$ cat src/rtl/div_pkg.sv
// Shared FSM state type and quotient range limits for the DIV/IDIV sequencer.
// DIV_NEG_MIN_QUOT_EN widens the negative limits to accept -128 / -32768 quotients.
package div_pkg;

    typedef enum logic [2:0] {
        S_IDLE,
        S_PREP,
        S_WAIT,
        S_FIX,
        S_ERR
    } div_state_t;

    localparam int BYTE_QMAX = 127;
    localparam int WORD_QMAX = 32767;
    localparam int BYTE_UMAX = 255;

`ifdef DIV_NEG_MIN_QUOT_EN
    localparam int BYTE_QMIN = -128;
    localparam int WORD_QMIN = -32768;
`else
    localparam int BYTE_QMIN = -127;
    localparam int WORD_QMIN = -32767;
`endif

endpackage

$ cat src/rtl/div_operand_prep.sv
// Operand extension, magnitude/sign extraction and early divide-error detection.
module div_operand_prep
    import div_pkg::*;
(
    input  logic        byte_op,
    input  logic        signed_op,
    input  logic [31:0] dividend,
    input  logic [15:0] divisor,
    output logic [31:0] dvd_mag,
    output logic [15:0] dvs_mag,
    output logic        dvd_neg,
    output logic        dvs_neg,
    output logic        zero_div,
    output logic        overflow
);

    logic [31:0] dvd_ext;
    logic [15:0] dvs_ext;
    logic [15:0] dvd_high;

    always_comb begin
        if (byte_op) begin
            dvd_ext = {{16{signed_op & dividend[15]}}, dividend[15:0]};
            dvs_ext = {{8{signed_op & divisor[7]}}, divisor[7:0]};
        end else begin
            dvd_ext = dividend;
            dvs_ext = divisor;
        end

        dvd_neg = signed_op & dvd_ext[31];
        dvs_neg = signed_op & dvs_ext[15];
        dvd_mag = dvd_neg ? (~dvd_ext + 32'd1) : dvd_ext;
        dvs_mag = dvs_neg ? (~dvs_ext + 16'd1) : dvs_ext;

        // High half >= divisor means the magnitude quotient cannot fit the result width.
        dvd_high = byte_op ? {8'h00, dvd_mag[15:8]} : dvd_mag[31:16];
        zero_div = (dvs_mag == '0);
        overflow = (dvd_high >= dvs_mag);
    end

endmodule

$ cat src/rtl/div_ctrl.sv
// DIV/IDIV sequencer: prepares magnitudes, hands them to an unsigned divider over a
// toggle handshake, then fixes signs and range. Option macro: DIV_NEG_MIN_QUOT_EN.
module div_ctrl
    import div_pkg::*;
(
    input  logic        clk,
    input  logic        rst,
    input  logic        start,
    input  logic        byte_op,
    input  logic        signed_op,
    input  logic [31:0] dividend,
    input  logic [15:0] divisor,
    output logic        busy,
    output logic        done,
    output logic        div_err,
    output logic [15:0] quot,
    output logic [15:0] rem,
    output logic [31:0] div_dividend,
    output logic [15:0] div_divisor,
    output logic        div_signed,
    output logic        div_run,
    input  logic        div_run_ack,
    input  logic [15:0] div_q,
    input  logic [15:0] div_r
);

    div_state_t state, state_nx;

    logic        byte_r, signed_r;
    logic [31:0] dvd_r;
    logic [15:0] dvs_r;
    logic [15:0] q_raw, r_raw;
    logic [31:0] dvd_mag;
    logic [15:0] dvs_mag;
    logic        dvd_neg, dvs_neg, zero_div, overflow;
    logic        run_match, q_neg, fix_err;
    logic [15:0] quot_nx, rem_nx;
    int          q_val;

    div_operand_prep u_prep (
        .byte_op   (byte_r),
        .signed_op (signed_r),
        .dividend  (dvd_r),
        .divisor   (dvs_r),
        .dvd_mag   (dvd_mag),
        .dvs_mag   (dvs_mag),
        .dvd_neg   (dvd_neg),
        .dvs_neg   (dvs_neg),
        .zero_div  (zero_div),
        .overflow  (overflow)
    );

    assign run_match    = (div_run == div_run_ack);
    assign busy         = (state != S_IDLE) || !run_match;
    assign div_signed   = 1'b0;
    assign div_dividend = dvd_mag;
    assign div_divisor  = dvs_mag;

    always_ff @(posedge clk) begin
        if (rst) state <= S_IDLE;
        else     state <= state_nx;
    end

    always_comb begin
        state_nx = state;
        case (state)
            S_IDLE:  if (start && run_match) state_nx = S_PREP;
            S_PREP:  state_nx = (zero_div || overflow) ? S_ERR : S_WAIT;
            S_WAIT:  if (run_match) state_nx = S_FIX;
            S_FIX:   state_nx = S_IDLE;
            S_ERR:   state_nx = S_IDLE;
            default: state_nx = S_IDLE;
        endcase
    end

    always_comb begin
        q_neg = dvd_neg ^ dvs_neg;
        q_val = int'({16'h0000, q_raw});
        if (q_neg) q_val = -q_val;

        if (byte_r)
            fix_err = signed_r ? ((q_val > BYTE_QMAX) || (q_val < BYTE_QMIN))
                               : (q_val > BYTE_UMAX);
        else
            fix_err = signed_r && ((q_val > WORD_QMAX) || (q_val < WORD_QMIN));

        quot_nx = q_neg   ? (~q_raw + 16'd1) : q_raw;
        rem_nx  = dvd_neg ? (~r_raw + 16'd1) : r_raw;
        if (byte_r) begin
            quot_nx[15:8] = '0;
            rem_nx[15:8]  = '0;
        end
    end

    always_ff @(posedge clk) begin
        if (rst) begin
            done    <= 1'b0;
            div_err <= 1'b0;
            quot    <= '0;
            rem     <= '0;
            div_run <= div_run_ack;
        end else begin
            done    <= 1'b0;
            div_err <= 1'b0;
            case (state)
                S_IDLE: begin
                    // The divider has no reset, so a stale request is resynchronised first.
                    if (!run_match) begin
                        div_run <= div_run_ack;
                    end else if (start) begin
                        byte_r   <= byte_op;
                        signed_r <= signed_op;
                        dvd_r    <= dividend;
                        dvs_r    <= divisor;
                    end
                end
                S_PREP: if (!(zero_div || overflow)) div_run <= ~div_run;
                S_WAIT: begin
                    if (run_match) begin
                        q_raw <= div_q;
                        r_raw <= div_r;
                    end
                end
                S_FIX: begin
                    done    <= 1'b1;
                    div_err <= fix_err;
                    if (!fix_err) begin
                        quot <= quot_nx;
                        rem  <= rem_nx;
                    end
                end
                S_ERR: begin
                    done    <= 1'b1;
                    div_err <= 1'b1;
                end
                default: ;
            endcase
        end
    end

endmodule
$ cat config.mk
export PLATFORM = sky130hd
export DESIGN_NAME = div_ctrl
export DESIGN_NICKNAME = d
export VERILOG_FILES = /design/src/rtl/div_pkg.sv /design/src/rtl/div_operand_prep.sv /design/src/rtl/div_ctrl.sv
export SDC_FILE = /design/constraint.sdc
export NUM_CORES = 1
export LEC_CHECK = 0
export BUFFER_PORTS_ARGS = -buffer_cell sky130_fd_sc_hd__buf_2
export CAP_MARGIN = 20
export CORE_ASPECT_RATIO = 0.7
export CORE_MARGIN = 10
export CORE_UTILIZATION = 35
export CTS_BUF_LIST = sky130_fd_sc_hd__clkbuf_16
export CTS_CLUSTER_SIZE = 8
export DETAILED_ROUTE_END_ITERATION = 10
export PLACE_DENSITY = 0.53
export SYNTH_ARGS = -nofsm -noshare
export SYNTH_HDL_FRONTEND = slang
export SYNTH_HIERARCHICAL = 1
export SYNTH_SLANG_ARGS = --single-unit
$ cat constraint.sdc
create_clock -name clk -period 8.9 [get_ports clk]
set_input_delay 0 -clock clk [delete_from_list [all_inputs] [get_ports clk]]
set_output_delay 0 -clock clk [all_outputs]
set_load 0.005 [all_outputs]
[Word-level counts from Yosys, hierarchy flattened]
Cells that the tools add are included.
Word-level totals
  bits in registers: 120
  input port bits: 86
  word-level logic and storage cells: 83
Operators by class
  $add $sub $neg: 5
  $lt $le $gt $ge: 6
  eq/ne operators: 9
  mux-type cells: 22
  bitwise gates (word level): 12
  reduce and logical (&&, ||, !) cells: 17
Operators by type and width (count)
  $mux W32: 3
  $mux W16: 5
  $add A16 B1 Y16 const B: 3
  $not A16 Y16: 3
  $add A32 B1 Y32 const B: 1
  $gt A32 B16 Y1 const B: 1
  $gt A32 B8 Y1 const B: 1
  $gt A32 B9 Y1 const B: 1
  $lt A32 B16 Y1 const B: 1
  $lt A32 B8 Y1 const B: 1
  $neg A16 Y32: 1
  $not A32 Y32: 1
  $ge A16 B16 Y1: 1
  $logic_not A16 Y1: 1
  $mux W8: 2
  $mux W3: 3
  $pmux W3 S3: 1
  $eq A3 B2 Y1 const B: 2
  $mux W1: 6
  $ne A3 B3 Y1 const B: 2
  $reduce_and A3 Y1: 2
  $reduce_bool A3 Y1: 2
  $and A1 B1 Y1: 4
  $logic_or A1 B1 Y1: 4
  other kinds (13): 19

[Logic depth before layout (Yosys ltp)]
Gate-level depths: netlist of the first run.
  word-level depth: 11
  gate-level depth with buffers: 19
  depth with buffers taken out: 17

[Hierarchy]
The synthesis of the first run kept the hierarchy.
By module, submodules not included
  div_ctrl: instances 1, cells an instance 411, area each 5220.0 um^2, seq. area each 3233.1 um^2
  div_operand_prep: instances 1, cells an instance 315, area each 2033.2 um^2, seq. area each 0.0 um^2

[Worst setup path before layout of the first run]
No wires, ideal clock.
  path kind: register to register
  start point: register div_run
  end point: register byte_r, enable pin
  setup time: 0.599 ns
  data arrival time: 6.121 ns
  required time: 8.301 ns
  slack: 2.180 ns
  cell stages (with the launch flop): 4
  period minus slack after synthesis: 6.720 ns
  cells stage by stage: edfxtp_1 xor2_1 or3_1 nor4b_1
On the way
  word-level cells in the longest chain between the ends: 2
RTL lines
  start, declared: line div_ctrl.sv:21  | output logic div_run,
  start signal, assigned: line div_ctrl.sv:101  | div_run <= div_run_ack;
  start signal, assigned: line div_ctrl.sv:109  | div_run <= div_run_ack;
  start signal, assigned: line div_ctrl.sv:117  | S_PREP: if (!(zero_div || overflow)) div_run <= ~div_run;
  $eq A1 B1 Y1: line div_ctrl.sv:53  | assign run_match = (div_run == div_run_ack);
  $reduce_and A4 Y1 (no source line)
  end signal, assigned: line div_ctrl.sv:111  | byte_r <= byte_op;
  end, declared: line div_ctrl.sv:29  | logic byte_r, signed_r;
Every way passes these cells.
A chain may end at the register's enable or synchronous reset.

[Final worst setup path of the first run]
  start point: register byte_r
  end point: register quot[12]
On the way
  word-level cells in the longest chain between the ends: 10
RTL lines
  $mux W32 *: line div_operand_prep.sv:22  | if (byte_op) begin
  $and A1 B1 Y1 *: line div_operand_prep.sv:30  | dvd_neg = signed_op & dvd_ext[31];
  net dvd_neg: line div_ctrl.sv:35  | logic dvd_neg, dvs_neg, zero_div, overflow;
  $xor A1 B1 Y1 *: line div_ctrl.sv:77  | q_neg = dvd_neg ^ dvs_neg;
  $mux W32: line div_ctrl.sv:79  | if (q_neg) q_val = -q_val;
  $gt A32 B8 Y1, or another cell as far along: line div_ctrl.sv:82  | fix_err = signed_r ? ((q_val > BYTE_QMAX) || (q_val < BYTE_QMIN))
  $logic_or A1 B1 Y1 (on tied branches): line div_ctrl.sv:82, div_ctrl.sv:85
  $mux W1 or $logic_and A1 B1 Y1 (tied branches): line div_ctrl.sv:82, div_ctrl.sv:85
  $mux W1: line div_ctrl.sv:81  | if (byte_r)
  $not A1 Y1 (no source line)
  $reduce_and A2 Y1 (no source line)
  end signal, assigned: line div_ctrl.sv:128  | quot <= quot_nx;
  end, declared: line div_ctrl.sv:16  | output logic [15:0] quot,
The timed path passes the listed nets; every way through them passes the cells marked *.

==> impl_metrics.tcl, run 1 <==
set metrics [dict create \
    maxCapViolCount 0 \
    slew_headroom_pct 43.2 \
    path_delay_family "buffers and inverters" \
    power.total_mw 1.57 \
    floorplan.rows 43 \
    antenna_found_initial 0 \
    ys_ff_latch 120 \
    cp.required_ns 9.25 \
    p_clk_share_pct 42.0 \
    synth_warnings 6 \
    crit_buf_inv 5 \
    synth_ff_type "edfxtp_1" \
    clock_path_buffers 2 \
    synth_edf_count 83 \
    critical_path.startpoint_type "register" \
    die-area_um2 27000 \
    internal-power_mw 1.15 \
    hold_depth 2 \
    tightest_slew_ns 0.852 \
    post_route_cells_drive_above_1_share_pct 24.0 \
    setup_viol 0 \
    dp_hpwl_um 16900 \
    path_cells "buf_4, nand2b_1, nand2_1, nand2_1, clkinv_1, xnor2_1, buf_4, a211o_1, and2_1, a2111oi_0, a41o_1, or4b_1, buf_4, nand2_1, buf_16, mux2i_1" \
    first_pass_iters 5 \
    min_from "rst" \
    p_switching_mw 0.420 \
    arrival_ns 5.80 \
    final_cell_mix "169 x buf_2, 84 x dlygate4sd3_1, 83 x edfxtp_1, 53 x nand2_1, 47 x nor2_1" \
    areaGrowthSynthToFinish_pct 34.2 \
    synth_cell_types 78 \
    die_h_um 140 \
    start_util_pct 36.1 \
    synth_area_per_cell_um2 9.99 \
    critPathSlowestCell "clkinv_1" \
    diodes 0 \
    drc 0 \
    fin_skew_ns 0.0115 \
    drtIter0Drc 549 \
    combPwrFrac_pct 17.2 \
    ir_drop_uv 123 \
    worstHoldEndpoint "quot[11]" \
    pin_count 171 \
    r2r-start "byte_r" \
    hold_viol_final 0 \
    clkLatencyLatePin_ns 0.43 \
    p_leak_nw 3.84 \
    chipWidth_um 192 \
    cts_max_level 4 \
    numCtsBuffers 17 \
    hold_class "in2reg" \
    outcome "completed" \
    end_kind "register" \
    critPathMaxStageDelay_ns 0.66 \
    cts_resized 0 \
    grt_overflow_total 0 \
    r2r-end "quot[12]" \
    clock_sinks 120 \
    slew_violations 0 \
    setup_tns_ns 0 \
    p_per_area_nw_per_um2 162 \
    core_um2 20100 \
    mostFrequentLayoutCell "buf_2" \
    clk_pin_slew_ns 0.06 \
    dp.cells 1133 \
    sw_frac_of_total_pct 26.7 \
    layoutNonFillerInstCount 1250 \
    cts_tree "yes" \
    gp_congestion 0.897 \
    rsz0062_at_grt "no" \
    critPathKind "reg2reg" \
    routed_wl_um 22700 \
    root_buffer "clkbuf_16" \
    ant_nets 0 \
    grt_max_degree 54 \
    finalCritPeriodShare_pct 61.3 \
    track_usage_pct 16.6 \
    via_count 6424 \
    yosysSeqAreaShare_pct 44.6 \
    grt_pass1_wl_um 35500 \
    portBuffers 169 \
    syn_nets 833 \
    fmax_ghz 0.183 \
    synth_cells 726 \
    layout_min_cycle_time_ns 5.45 \
    seqPwrFrac_pct 40.8 \
    viasPerCell 5.14 \
    ff2ff_path_depth 16 \
    synth_area_um2 7250 \
    grt_pass1_vias 6278 \
    wl_per_cell_um 18.2 \
    worstPathMaxFanout 53 \
    final_net_count 1074 \
    async_reset_ff_share_pct 0 \
    reg2reg_slack_ns 3.45 \
    fillers 1871 \
]
==> registers in the layout, indices dropped and copies added (netlist names), 3 cells and up <==
| register | cells |
|---|---|
| dvd_r | 32 |
| dvs_r | 16 |
| q_raw | 16 |
| quot | 16 |
| r_raw | 16 |
| rem | 16 |
| state | 3 |
==> synthesized netlist by cell type, types with 5 or more instances <==
master	n	share of area (%)
a21oi_1	42	2.9
or4_1	6	0.62
buf_2	6	0.41
nor2b_1	9	0.78
mux2i_1	12	1.7
o31ai_1	10	1.0
dfxtp_1	37	10
a211o_1	12	1.4
and3b_1	14	1.7
a211oi_2	11	1.9
nand2b_1	15	1.3
a211oi_1	8	0.83
o41ai_1	6	0.72
nor3_1	18	1.2
nand3_1	16	1.1
xor2_1	33	4.0
inv_1	39	2.0
edfxtp_1	83	34
o21ai_0	28	1.9
xnor2_1	40	4.8
nor2_1	47	2.4
ha_1	21	3.6
clkbuf_1	25	1.3
nor4_1	9	0.78
a21o_1	14	1.4
a31oi_1	5	0.43
nand2_1	53	2.7
or3_1	9	0.78
==> routing by layer <==
metal | part of all wire [%] | vias to the layer above | global-route usage, %
met3 | 7.6 | 15 | 5.28
met4 | 0.79 | 0 | 3.95
met1 | 49 | 3000 | 23.9
met2 | 43 | 243 | 23.3
li1 | - | 3166 | -
met5 | 0 | - | 0
==> stage by stage <==
stage | utilization [%] | setup slack (ns) | hold WS, ns | instance area (µm²)
floorplan | - | 2.18 | 0.0989 | 7250
global placement | 41.4 | 3.25 | 0.177 | 8300
detailed placement | 41.4 | 3.18 | 0.178 | 8300
CTS | 48.4 | 3.18 | 0.176 | 9710
global route | 48.5 | 2.93 | 0.216 | 9730
finish | 48.5 | 3.45 | 0.205 | 9730
==> final cells by class <==
cell class	count	area (µm²)	area share, %
inverters	41	154	1.58
flip-flops and latches	120	3230	33.2
multi-input cells	523	3660	37.6
clock inverters	15	139	1.43
repair buffers	264	1790	18.4
well taps	270	338	3.47
clock buffers	17	425	4.37
==> how the worst max path moves through the flow <==
| stage | from | end | slack, ns | depth (start not counted) |
|---|---|---|---|---|
| finish | byte_r | quot[12] | 3.45 | 16 |
| global placement | byte_r | rem[15] | 3.25 | 15 |
| global route | byte_r | quot[12] | 2.93 | 16 |
| floorplan | div_run | byte_r | 2.18 | 3 |
| detailed placement | byte_r | quot[12] | 3.18 | 15 |
| CTS | byte_r | quot[12] | 3.18 | 15 |
==> cell families after synthesis <==
logic type,count (synthesis),synth area share (%)
xor+xnor,73,8.81
flops,120,44.6
buf+inv,83,5.18
fa+ha+maj,21,3.62
compound gates,186,18.6
mux,12,1.66
simple gates,230,17.5
other cells,1,0.0517
==> timing repair <==
action                    in CTS  in global routing
hold buffers                  84                  0
setup buffers                  0                  0
hold endpoints to repair      84                  0
==> power by group through the flow <==
stage / logic, mW / clock network (mW) / registers, mW
after global routing: 0.301 / 0.699 / 0.644
after floorplan: 0.154 / 0 / 0.646
after CTS: 0.272 / 0.674 / 0.641
final: 0.271 / 0.661 / 0.641
after global placement: 0.241 / 0 / 0.653
after detailed placement: 0.242 / 0 / 0.652
(Power assumes the default switching activity.)
==> inputs of run 2 (changes only) <==
- PLACE_DENSITY: 0.53 -> 0.55
- clock period: 8.9 -> 4.35 ns (I/O delays scaled with it)
==> run 2 against run 1 <==
Compared with the run above:
- cell count is 2.4% higher
- total power up 110%
- clock skew grew 0.00054 ns
- maximum frequency rose by 31%
- clock power grew 110%
- count of clock-buffer cells in the layout rose by 1
- die area unchanged
- non-clock buffer count is 30 higher
- largest power group unchanged
- cell area grew 2.5%
- routed wire length rose by 2.7%
- combinational power rose by 120%
- flip-flop and latch count unchanged
==> impl_metrics.tcl, run 2 (synthesis results as in run 1) <==
set metrics [dict create \
    antenna_found_initial 0 \
    fmax_ghz 0.241 \
    drtIter0Drc 484 \
    cts_max_level 4 \
    clock_sinks 120 \
    gp_congestion 0.919 \
    clkLatencyLatePin_ns 0.43 \
    reg2reg_slack_ns 0.20 \
    via_count 6555 \
    final_net_count 1104 \
    setup_tns_ns 0 \
    grt_pass1_wl_um 35900 \
    ir_drop_uv 249 \
    regMostFlops "dvd_r" \
    p_leak_nw 3.98 \
    portBuffers 169 \
    worstPathMaxFanout 17 \
    p_per_area_nw_per_um2 328 \
    arrival_ns 4.49 \
    layoutNonFillerInstCount 1280 \
    finalCritPeriodShare_pct 95.3 \
    dp.cells 1164 \
    numCtsBuffers 17 \
    outcome "completed" \
    fin_skew_ns 0.0120 \
    post_route_cells_drive_above_1_share_pct 26.8 \
    critical_path.startpoint_type "register" \
    first_pass_iters 5 \
    r2r-end "quot[11]" \
    rsz0062_at_grt "no" \
    areaGrowthSynthToFinish_pct 37.6 \
    hold_slack_ns 0.208 \
    ff2ff_path_depth 14 \
    tightest_slew_ns 0.877 \
    hold_class "in2reg" \
    clock_path_buffers 2 \
    die_h_um 140 \
    track_usage_pct 16.9 \
    diodes 0 \
    slew_headroom_pct 41.5 \
    slew_violations 0 \
    chipWidth_um 192 \
    layout_min_cycle_time_ns 4.15 \
    start_util_pct 36.1 \
    power.total_mw 3.27 \
    hold_depth 2 \
    mostFrequentLayoutCell "buf_2" \
    final_cell_mix "169 x buf_2, 84 x dlygate4sd3_1, 83 x edfxtp_1, 53 x nand2_1, 47 x nor2_1" \
    critPathKind "reg2reg" \
    cts_tree "yes" \
    grt_max_degree 51 \
    largest_reg_flops 32 \
    final_core_util_pct 49.7 \
    die-area_um2 27000 \
    min_from "rst" \
    hold_viol_final 0 \
    drc 0 \
    root_buffer "clkbuf_16" \
    ant_nets 0 \
    setup_viol 0 \
    floorplan.rows 43 \
    clk_pin_slew_ns 0.06 \
    maxCapViolCount 0 \
    end_kind "register" \
    cp.required_ns 4.70 \
    routed_wl_um 23400 \
    viasPerCell 5.12 \
    wl_per_cell_um 18.2 \
    grt_pass1_vias 6363 \
    r2r-start "byte_r" \
    worstHoldEndpoint "quot[0]" \
    grt_overflow_total 0 \
    core_um2 20100 \
    pin_count 171 \
    dp_hpwl_um 17500 \
]
==> run 2: changes by cell type in the layout (fill, tap and decap cells not counted), moves of 2 or more <==
cell / previous run / this run
buf_4: 10 / 41
clkinv_1: 4 / 2
clkinv_2: 3 / 1
clkinvlp_4: 3 / 7
==> run 2: timing repair <==
| item | in CTS | in global routing |
|---|---|---|
| hold buffers | 84 | 0 |
| resized for setup | 0 | 5 |
| hold endpoints to repair | 84 | 0 |
| buffers inserted | 0 | 0 |
| endpoints found under the setup margin | 0 | 4 |
==> run 2: critical path, stage by stage (launching register included) <==
cell and delay, ns:
edfxtp_1 0.50, nand2b_1 0.19, nand2_1 0.08, nand2_1 0.09
clkinv_1 0.18, xnor2_1 0.22, buf_4 0.23, a211o_1 0.29
and2_1 0.20, a2111oi_0 0.57, a41o_1 0.32, or4b_1 0.53
buf_4 0.24, a211o_1 0.27, a21oi_1 0.15
==> run 2: routing by layer <==
| layer | wire [µm] | up-vias | GRT usage (%) | share of wire, % |
|---|---|---|---|---|
| li1 | - | 3229 | - | - |
| met1 | 11500 | 3031 | 24.6 | 49 |
| met2 | 9600 | 278 | 23.4 | 41 |
| met3 | 2010 | 17 | 5.26 | 8.6 |
| met4 | 274 | 0 | 4.43 | 1.2 |
| met5 | 0 | - | 0 | 0 |
==> run 2: worst max path at each step <==
stage	from	to	slack, ns	cells after the start
after floorplan	div_run	byte_r	0.13	3
after global placement	byte_r	div_run	0.24	17
after detailed placement	byte_r	div_run	0.17	17
after CTS	byte_r	div_run	0.08	17
after global routing	byte_r	div_run	0.01	17
final	byte_r	quot[11]	0.20	14
==> run 2: area by class of cell <==
type | instances | area, µm²
inverter | 41 | 154
tap | 270 | 338
clock inverter | 14 | 126
timing repair buffer | 294 | 1990
multi-input combinational | 523 | 3680
sequential | 120 | 3230
clock buffer | 18 | 450
fill | 1907 | 10100
==> run 2: metrics by stage <==
stage	cell area (µm²)	setup WS (ns)
2_1_floorplan	7260	0.133
3_3_place_gp	8540	0.240
3_5_place_dp	8540	0.174
4_1_cts	9960	0.0779
5_1_grt	9980	0.0126
6_report	9980	0.204
==> run 2: power breakdown <==
group          switching [mW]  internal [mW]
Sequential             0.0394           1.27
Combinational           0.312          0.277
Clock                   0.554          0.818
Total                   0.906           2.36
